<file path="config.mk">
export PLATFORM = sky130hd
export DESIGN_NAME = elastic_pipe_register
export DESIGN_NICKNAME = d
export VERILOG_FILES = /design/src/rtl/elastic_pipe_register_pkg.sv /design/src/rtl/elastic_pipe_register_pipe_stage.sv /design/src/rtl/elastic_pipe_register.sv
export SDC_FILE = /design/constraint.sdc
export NUM_CORES = 1
export LEC_CHECK = 0
export CORE_MARGIN = 3
export CORE_UTILIZATION = 32
export CTS_BUF_LIST = sky130_fd_sc_hd__clkbuf_16
export CTS_CLUSTER_DIAMETER = 50
export DETAILED_ROUTE_END_ITERATION = 10
export PLACE_DENSITY_LB_ADDON = 0.12
export REMOVE_ABC_BUFFERS = 1
export SYNTH_ARGS = -nofsm -noshare
export SYNTH_HDL_FRONTEND = slang
export SYNTH_HIERARCHICAL = 1
export SYNTH_SLANG_ARGS = --single-unit
</file>
<file path="constraint.sdc">
create_clock -name clk -period 2.67 [get_ports clk]
set_clock_uncertainty 0.1 [all_clocks]
set_input_delay 0.534 -clock clk [delete_from_list [all_inputs] [get_ports clk]]
set_output_delay 0.534 -clock clk [all_outputs]
set_load 0.05 [all_outputs]
</file>
<file path="src/rtl/elastic_pipe_register_pkg.sv">
// Shared constants and helpers for the elastic pipeline register and its stages.
package elastic_pipe_register_pkg;

   localparam int unsigned RsnnDefaultWidth = 3;
   localparam int unsigned RsnnDefaultDepth = 2;

   // Occupancy counter width for a pipe that holds 0..depth words.
   function automatic int unsigned occ_width(input int unsigned depth);
      return (depth < 1) ? 1 : $clog2(depth + 1);
   endfunction

endpackage

</file>
<file path="src/rtl/elastic_pipe_register_pipe_stage.sv">
// One pipeline stage: a valid bit and a data word that only changes when the stage loads.
module elastic_pipe_register_pipe_stage
   import elastic_pipe_register_pkg::*;
#(
   parameter int unsigned WIDTH = RsnnDefaultWidth
) (
   input  logic             clk,
   input  logic             reset,
   input  logic             flush_i,
   input  logic             load_i,
   input  logic             adv_i,
   input  logic [WIDTH-1:0] data_i,
   output logic             valid_o,
   output logic [WIDTH-1:0] data_o
);

   logic             valid_d, valid_q;
   logic [WIDTH-1:0] data_d, data_q;

   // Flush drops the valid bits but leaves the data words untouched.
   always_comb begin
      valid_d = (load_i | (valid_q & ~adv_i)) & ~flush_i;
      data_d  = (load_i & ~flush_i) ? data_i : data_q;
   end

   always_ff @(posedge clk) begin
      if (reset) begin
         valid_q <= 1'b0;
         data_q  <= '0;
      end else begin
         valid_q <= valid_d;
         data_q  <= data_d;
      end
   end

   assign valid_o = valid_q;
   assign data_o  = data_q;

endmodule

</file>
<file path="src/rtl/elastic_pipe_register.sv">
// DEPTH-stage valid/ready pipeline register with bubble collapse and a registered occupancy count.
module elastic_pipe_register
   import elastic_pipe_register_pkg::*;
#(
   parameter int unsigned WIDTH = RsnnDefaultWidth,
   parameter int unsigned DEPTH = RsnnDefaultDepth
) (
   input  logic                          clk,
   input  logic                          reset,
   input  logic                          flush,
   input  logic                          in_valid,
   output logic                          in_ready,
   input  logic [WIDTH-1:0]              in_data,
   output logic                          out_valid,
   input  logic                          out_ready,
   output logic [WIDTH-1:0]              out_data,
   output logic [occ_width(DEPTH)-1:0]   occupancy
);

   localparam int unsigned CNT_W = occ_width(DEPTH);

   logic [DEPTH-1:0] valid;
   logic [DEPTH-1:0] adv;
   logic [DEPTH-1:0] load;
   logic [WIDTH-1:0] stage_din  [DEPTH];
   logic [WIDTH-1:0] stage_dout [DEPTH];
   logic             push, pop;
   logic [CNT_W-1:0] occ_d, occ_q;

   assign adv[DEPTH-1] = valid[DEPTH-1] & out_ready;
   assign in_ready     = ~valid[0] | adv[0];
   assign push         = in_valid & in_ready;
   assign pop          = valid[DEPTH-1] & out_ready;

   for (genvar i = 0; i < DEPTH; i++) begin : g_stage
      if (i < DEPTH - 1) begin : g_adv
         // Unrolled advance chain: a valid stage moves if any later stage is empty or the
         // output drains this cycle.
         assign adv[i] = valid[i] & (out_ready | ~(&valid[DEPTH-1:i+1]));
      end

      if (i == 0) begin : g_head
         assign load[i]      = push;
         assign stage_din[i] = in_data;
      end else begin : g_body
         assign load[i]      = adv[i-1];
         assign stage_din[i] = stage_dout[i-1];
      end

      elastic_pipe_register_pipe_stage #(
         .WIDTH (WIDTH)
      ) u_stage (
         .clk     (clk),
         .reset   (reset),
         .flush_i (flush),
         .load_i  (load[i]),
         .adv_i   (adv[i]),
         .data_i  (stage_din[i]),
         .valid_o (valid[i]),
         .data_o  (stage_dout[i])
      );
   end

   always_comb begin
      occ_d = occ_q + CNT_W'(push) - CNT_W'(pop);
      if (flush) begin
         occ_d = '0;
      end
   end

   always_ff @(posedge clk) begin
      if (reset) begin
         occ_q <= '0;
      end else begin
         occ_q <= occ_d;
      end
   end

   assign out_valid = valid[DEPTH-1];
   assign out_data  = stage_dout[DEPTH-1];
   assign occupancy = occ_q;

endmodule

</file>
==> results of run 1 <==
==> per-layer routing <==
layer  wire [um]  vias up  share of wire, %  global-route usage (%)
li1            -      209                 -                       -
met1         428      165                49                    11.2
met2         395       11                45                    16.2
met3          53        0               6.0                    3.56
met4           0        0                 0                    7.02
met5           0        -                 0                       0
==> through the flow <==
step                utilization [%]  power [mW]  area (um2)  hold slack [ns]
CTS                            54.8       0.476         757            0.367
global placement               49.0       0.209         678            0.357
detailed placement             49.0       0.209         678            0.359
global route                   54.8       0.487         757            0.386
floorplan                         -       0.186         502            0.342
finish                         54.8       0.470         757            0.364
==> power groups by stage <==
stage	clock [mW]	combinational, mW	sequential [mW]
after global routing	0.276	0.0529	0.158
after global placement	0	0.0493	0.160
after floorplan	0	0.0193	0.166
after CTS	0.269	0.0492	0.158
after detailed placement	0	0.0490	0.160
final	0.263	0.0487	0.158
==> path summary, 6_finish.rpt <==
kind | start | endpoint | slack (ns) | cells after the start
hold reg to reg | g_stage[0].u_stage/data_o[1] | g_stage[0].u_stage/data_o[1] | 0.36 | 2
setup / recovery | g_stage[1].u_stage/valid_o | out_valid | 0.61 | 1
setup reg to reg | g_stage[1].u_stage/valid_o | occupancy[1] | 1.11 | 7
hold / removal | g_stage[0].u_stage/data_o[1] | g_stage[0].u_stage/data_o[1] | 0.36 | 2
==> area by class of cell <==
| class | instances | share of cell area, % |
|---|---|---|
| multi-input combinational | 36 | 38.8 |
| sequential | 10 | 26.4 |
| timing repair buffer | 15 | 20.8 |
| clock buffer | 3 | 9.92 |
| tap | 15 | 2.48 |
| inverter | 2 | 0.992 |
| clock inverter | 1 | 0.496 |
==> state kept, by name, indices dropped and copies added, names as in the netlist <==
register	flops
g_stage.u_stage/data_o	6
g_stage.u_stage/valid_o	2
occupancy	2
==> cells in the mapped netlist <==
cell type / number
nor3_2: 1
nor2b_1: 2
and2_1: 2
nand2b_1: 6
a21boi_0: 1
o21a_1: 2
o21ai_1: 6
nand2_1: 1
nor3b_1: 1
dfxtp_1: 10
nand3b_1: 1
nor2_1: 2
ha_1: 2
nor2b_4: 2
xnor3_1: 1
nand4bb_1: 6
inv_1: 2
==> cells by family after synthesis <==
kind of cell               after synthesis  synth area share [%]
and+or+nand+nor                         24                  38.7
DFF                                     10                  39.9
AOI/OAI and AO/OA                        9                  10.5
buffers and inverters                    2                  1.50
adders and majority gates                2                  4.99
xor gates and xnor gates                 1                  4.49
==> impl_metrics.toml, run 1 <==
[setup_path]
path_delay_family = "buffers and inverters"
path_cells = "clkdlybuf4s50_1"
cp_slowest_cell = "clkdlybuf4s50_1"
cpPeakStageDelay_ns = 0.82
crit_buf_inv = 1
cp.arrival_ns = 1.42
critPathLaunchType = "flip-flop"
worst_setup_path_end_kind = "output port"
crit_required_ns = 2.04
critPathMaxFanout = 5
criticalPathCategory = "flip-flop to output port"

[clock_tree]
cts_buffer_depth = 2
insertion_delay_ns = 0.23
cts_sinks = 10
htree_levels = 1
cts_buffers = 3
cts_resized = 0
ctsHoldBuffers = 0
post_cts_buffers = 0
cts.clk_slew.worst_paths_ns = 0.04
cts_tree = "yes"
root_buffer = "clkbuf_16"

[timing]
setup_viol = 0
finalHoldViolCount = 0
slew_headroom_pct = 66.9
post-route-period-util_pct = 77.1
worstMarginPinSlew_ns = 0.495
fin_tns_setup_ns = 0
drv_slew = 0
rsz0062_at_grt = "no"
fmax_mhz = 486
worst_slack_ns = 0.612
period_minus_slack_ns = 2.06

[finish]
multi_input_area_um2 = 294
fillers = 132
final_common_cell = "clkdlybuf4s50_1"
antennaDiodeCount = 0
layout.nets = 78
finalNonFillerCells = 82
areaGrowthSynthToFinish_pct = 50.9
regArea_um2 = 200
mostFrequentLayoutCells = "clkdlybuf4s50_1, dfxtp_1, nand2b_1, nand4bb_1, o21ai_1"
drive_above_1_share_pct = 11.9

[grt]
grt_pass1_vias = 355
antenna_found_initial = 0
grt_usage_pct = 10.2
grt_pass1_wl_um = 1500
grt-ovfl-total = 0
grt_max_degree = 17

[synthesis]
synth.area.top_cells = "dfxtp_1, nand4bb_1, nand2b_1"
yosysWarnings = 6
yosysSeqAreaShare_pct = 39.9
yosys.area.top_type = "dfxtp_1"
synth_top_area_share_pct = 39.9
syn_area_per_cell_um2 = 10.5
syn_inst = 48
ys_seq_elements = 10
netlist_area_um2 = 502
yosysUniqueCellTypes = 17

[routing]
via_per_inst = 4.70
firstDrtPassIters = 2
drc = 0
totalWireLength_um = 878
final_antenna_net_count = 0
num_vias = 385
routedWlPerCell_um = 10.7
first_iter_violations = 1

[status]
outcome = "complete, no violations"

[placement]
pre_cts_ws_ns = 0.407
gp_congestion = 0.670
hpwl_um = 648
dp_cells = 78
io_buffer_count = 14

[pwr]
cellInternalPower_uw = 377
pwr-share-seq_pct = 33.5
max-vdd-ir-drop_mv = 0.279
pwr-share-comb_pct = 10.4
p_leak_nw = 0.294
clockPowerShare_pct = 56.1
switching_share_pct = 19.7
cellPowerDensity_nw_per_um2 = 621
switchingPower_uw = 92.3

[run]
max_cap_violations = 0

[die]
die-area_um2 = 2080
die_w_um = 45.6
fp.dieH_um = 45.6
initial_core_util_pct = 36.3
rows = 13
io_pins = 15
core_um2 = 1380

[hold_path]
hp-class = "flip-flop to flip-flop"
(Power assumes the default switching activity.)
==> inputs of run 2 (changes only) <==
==> constraint.sdc (replaced) <==
create_clock -name clk -period 1.8 [get_ports clk]
set_clock_uncertainty 0.1 [all_clocks]
set_input_delay 0.36 -clock clk [delete_from_list [all_inputs] [get_ports clk]]
set_output_delay 0.36 -clock clk [all_outputs]
set_load 0.05 [all_outputs]
==> run 2 against run 1 <==
- critical path depth increased by 6
- utilization up 0.72 points
- count of clock-buffer cells in the layout unchanged
- largest cell class unchanged
==> impl_metrics.toml, run 2 (synthesis gave the netlist of run 1 again) <==
[status]
outcome = "complete, no violations"

[hold_path]
hp-class = "flip-flop to flip-flop"

[clock_tree]
cts_tree = "yes"
root_buffer = "clkbuf_16"
cts_sinks = 10
insertion_delay_ns = 0.24
htree_levels = 1
cts.clk_slew.worst_paths_ns = 0.04
cts_buffer_depth = 2
ctsHoldBuffers = 0
cts_buffers = 3

[die]
rows = 13
io_pins = 15
core_um2 = 1380
fp.dieH_um = 45.6
die_w_um = 45.6
die-area_um2 = 2080
initial_core_util_pct = 36.3

[timing]
slew_headroom_pct = 74.1
period_minus_slack_ns = 1.61
setup_viol = 0
fmax_mhz = 620
drv_slew = 0
fin_tns_setup_ns = 0
finalHoldViolCount = 0
worstMarginPinSlew_ns = 0.387
rsz0062_at_grt = "no"
post-route-period-util_pct = 89.6

[grt]
grt_usage_pct = 10.1
antenna_found_initial = 0
grt_pass1_vias = 335
grt_pass1_wl_um = 1410
grt-ovfl-total = 0
grt_max_degree = 16

[setup_path]
path_cells = "clkdlybuf4s50_1 > nand2_1 > ha_1 > inv_1 > ha_1 > xnor3_1 > nor3_2"
crit_required_ns = 1.87
critPathLaunchType = "input pin"
criticalPathCategory = "input pin to flip-flop"
critPathMaxFanout = 2
cp_common_cell = "ha_1"
worst_setup_path_end_kind = "flip-flop"
cp_slowest_cell = "clkdlybuf4s50_1"
cpPeakStageDelay_ns = 0.47
cp.arrival_ns = 1.68

[pwr]
cellPowerDensity_nw_per_um2 = 916
max-vdd-ir-drop_mv = 0.595
p_leak_nw = 0.329

[routing]
first_iter_violations = 1
totalWireLength_um = 932
firstDrtPassIters = 2
via_per_inst = 4.56
routedWlPerCell_um = 11.0
num_vias = 388
drc = 0
final_antenna_net_count = 0

[placement]
hpwl_um = 693
gp_congestion = 0.715
io_buffer_count = 14
placed_area_um2 = 686

[finish]
layout.nets = 81
fin_area_um2 = 767
drive_above_1_share_pct = 24.3
areaGrowthSynthToFinish_pct = 52.9
regArea_um2 = 200
mostFrequentLayoutCells = "dfxtp_1, buf_4"
largest_register_ffs = 6
multi_input_area_um2 = 294
antennaDiodeCount = 0
fillers = 146

[run]
max_cap_violations = 0
-- run 2: report_power, final --
| group | switching (mW) | internal [mW] |
|---|---|---|
| logic | 0.0339 | 0.0406 |
| clock network | 0.104 | 0.291 |
| registers | 0.00392 | 0.230 |
-- run 2: path summary, 6_finish.rpt --
path,slack (ns),to,startpoint,cells after the start
setup / recovery,0.19,occupancy[1],in_valid,7
hold / removal,0.36,g_stage[1].u_stage/data_o[0],g_stage[1].u_stage/data_o[0],2
setup reg to reg,0.34,occupancy[1],g_stage[1].u_stage/valid_o,7
hold reg to reg,0.36,g_stage[1].u_stage/data_o[0],g_stage[1].u_stage/data_o[0],2
-- run 2: worst max-delay path, delay by kind of cell --
kind / cells / cell delay (ns)
and+or+nand+nor: 2 / 0.16
adders and majority gates: 2 / 0.42
xor gates and xnor gates: 1 / 0.22
buffers and inverters: 2 / 0.52
-- run 2: routing by layer --
layer	part of all wire, %	vias up	track usage [%]	routed length, um
li1	-	214	-	-
met1	48	161	11.6	449
met2	43	13	13.6	398
met3	9.0	0	5.93	84
met4	0	0	7.02	0
met5	0	-	0	0
-- run 2: final cells by class --
type                    instances  share of cell area, %
well taps                      15                   2.45
inverters                       2                  0.979
repair buffers                 18                   21.9
clock buffers                   3                   9.79
clock inverters                 1                  0.489
flip-flops and latches         10                   26.1
multi-input cells              36                   38.3
-- run 2: per-stage QoR --
step	utilization, %	hold WS [ns]	std cells	setup slack [ns]	total power [mW]
after global routing	55.5	0.382	85	0.110	0.735
after CTS	55.3	0.366	85	0.0251	0.715
final	55.5	0.362	85	0.187	0.703
after floorplan	-	0.329	48	-0.507	0.276
after detailed placement	49.6	0.358	81	-0.206	0.313
after global placement	49.6	0.356	81	-0.187	0.313
-- run 2: what timing repair did --
| action | 4_1_cts | 5_1_grt |
|---|---|---|
| setup endpoints to repair | 0 | 1 |
| buffers inserted | 0 | 0 |
| resized for setup | 0 | 1 |
==> inputs of run 3 (changes only) <==
==> constraint.sdc (replaced) <==
create_clock -name clk -period 1.8 [get_ports clk]
set_clock_uncertainty 0.1 [all_clocks]
set_input_delay 0.18 -clock clk [delete_from_list [all_inputs] [get_ports clk]]
set_output_delay 0.18 -clock clk [all_outputs]
set_load 0.05 [all_outputs]
==> run 3 against run 2 <==
- maximum frequency decreased by 1.4%
- sequential power about the same
- non-clock buffer count decreased by 2
- die area stayed put
- worst hold slack lost 0.0028 ns
- first-iteration DRC count rose to 5.0 times the previous value
- critical path depth decreased by 6
- count of clock-buffer cells in the layout stayed put
- setup slack lost 0.022 ns
- highest routed layer is now met4
- critical endpoint is now occupancy[0]
- utilization decreased by 0.54 points
- power shrank 1.8%
==> impl_metrics.toml, run 3 (synthesis gave the netlist of run 1 again) <==
[routing]
num_vias = 391
firstDrtPassIters = 4
wl_met1_um = 446
final_antenna_net_count = 0
drc = 0
dr_wl_met2_um = 342
totalWireLength_um = 859
via_per_inst = 4.71
wl_met3_um = 60
top_layer = "met4"
routedWlPerCell_um = 10.3
first_iter_violations = 5

[timing]
finalHoldViolCount = 0
fmax_mhz = 612
drv_slew = 0
worstMarginPinSlew_ns = 0.492
post-route-period-util_pct = 90.8
whs_ns = 0.359
period_minus_slack_ns = 1.64
rsz0062_at_grt = "no"
slew_headroom_pct = 67.1
setup_viol = 0

[clock_tree]
htree_levels = 1
cts_sinks = 10
cts_buffers = 3
cts_tree = "yes"
ctsHoldBuffers = 0
cts_resized = 0
cts.clk_slew.worst_paths_ns = 0.04
post_cts_buffers = 0
root_buffer = "clkbuf_16"
cts_buffer_depth = 2
insertion_delay_ns = 0.23

[die]
fp.dieH_um = 45.6
rows = 13
die_w_um = 45.6
core_um2 = 1380
io_pins = 15
die-area_um2 = 2080
initial_core_util_pct = 36.3

[grt]
grt_pass1_wl_um = 1440
antenna_found_initial = 0
grt_max_degree = 17
grt-ovfl-total = 0
grt_usage_pct = 10.0
grt_pass1_vias = 335

[setup_path]
worst_setup_path_end_kind = "output port"
crit_buf_inv = 1
critPathMaxFanout = 2
path_delay_family = "buffers and inverters"
cpPeakStageDelay_ns = 0.80
crit_required_ns = 1.52
critPathLaunchType = "flip-flop"
rr_startpoint = "g_stage[1].u_stage/valid_o"
path_cells = "clkdlybuf4s50_1"
criticalPathCategory = "flip-flop to output port"
r2r_cells = 7
r2r_setup_slack_ns = 0.31
cp_slowest_cell = "clkdlybuf4s50_1"
cp.arrival_ns = 1.36
r2r_end = "occupancy[1]"

[finish]
largest_register_ffs = 6
finalNonFillerCells = 83
fillers = 122
antennaDiodeCount = 0
areaGrowthSynthToFinish_pct = 51.4
final_common_cell = "clkdlybuf4s50_1"
regArea_um2 = 200
drive_above_1_share_pct = 16.2
fin_area_um2 = 759
final_util_pct = 54.9
mostFrequentLayoutCells = "clkdlybuf4s50_1, dfxtp_1, nand2b_1, nand4bb_1, o21ai_1"
layout.nets = 79
multi_input_area_um2 = 294

[pwr]
max-vdd-ir-drop_mv = 0.852
cellPowerDensity_nw_per_um2 = 909
p_leak_nw = 0.302

[placement]
hpwl_um = 647
io_buffer_count = 14
gp_congestion = 0.694
placed_area_um2 = 681
dp_cells = 79

[hold_path]
hold_path_depth = 2
hp-class = "flip-flop to flip-flop"
hold_start = "g_stage[1].u_stage/data_o[0]"
holdPathEnd = "g_stage[1].u_stage/data_o[0]"

[run]
max_cap_violations = 0

[status]
outcome = "complete, no violations"
==> run 3: cell count changes in the layout (fill, tap and decap cells not counted), sizes merged <==
cell	change
clkdlybuf4s50	+5
dlymetal6s2s	-1
buf	-6
==> run 3: routing by layer <==
| layer | GRT usage, % | vias up |
|---|---|---|
| met5 | 0 | - |
| met4 | 5.26 | 0 |
| met3 | 5.93 | 2 |
| met2 | 12.3 | 11 |
| met1 | 13.4 | 167 |
| li1 | - | 211 |
==> run 3: report_power, final <==
group          internal [mW]  leakage (nW)  switching (mW)
clock                  0.290        0.0385          0.0935
sequential             0.230        0.0814         0.00394
combinational         0.0390         0.182          0.0334
==> run 3: how the worst max path moves through the flow <==
stage | from | endpoint | slack [ns] | depth (start not counted)
6_report | occupancy[0] | occupancy[0] | 0.16 | 1
5_1_grt | out_ready | occupancy[1] | 0.04 | 8
4_1_cts | occupancy[0] | occupancy[0] | 0.15 | 1
3_5_place_dp | out_ready | occupancy[1] | -0.04 | 8
3_3_place_gp | out_ready | occupancy[1] | -0.05 | 8
2_1_floorplan | g_stage[1].u_stage/valid_o | occupancy[1] | -0.51 | 7
==> run 3: through the flow <==
stage          setup TNS, ns  setup WS, ns  total power, mW
4_1_cts                    0         0.151            0.701
6_report                   0         0.165            0.690
2_1_floorplan          -1.75        -0.507            0.276
3_3_place_gp         -0.0593       -0.0478            0.310
3_5_place_dp         -0.0396       -0.0396            0.310
5_1_grt                    0        0.0429            0.724
==> run 3: final cells by class <==
class | instances | share of cell area (%)
flip-flops and latches | 10 | 26.4
inverters | 2 | 0.988
clock buffers | 3 | 9.88
repair buffers | 16 | 21.1
multi-input cells | 36 | 38.7
well taps | 15 | 2.47
clock inverters | 1 | 0.494
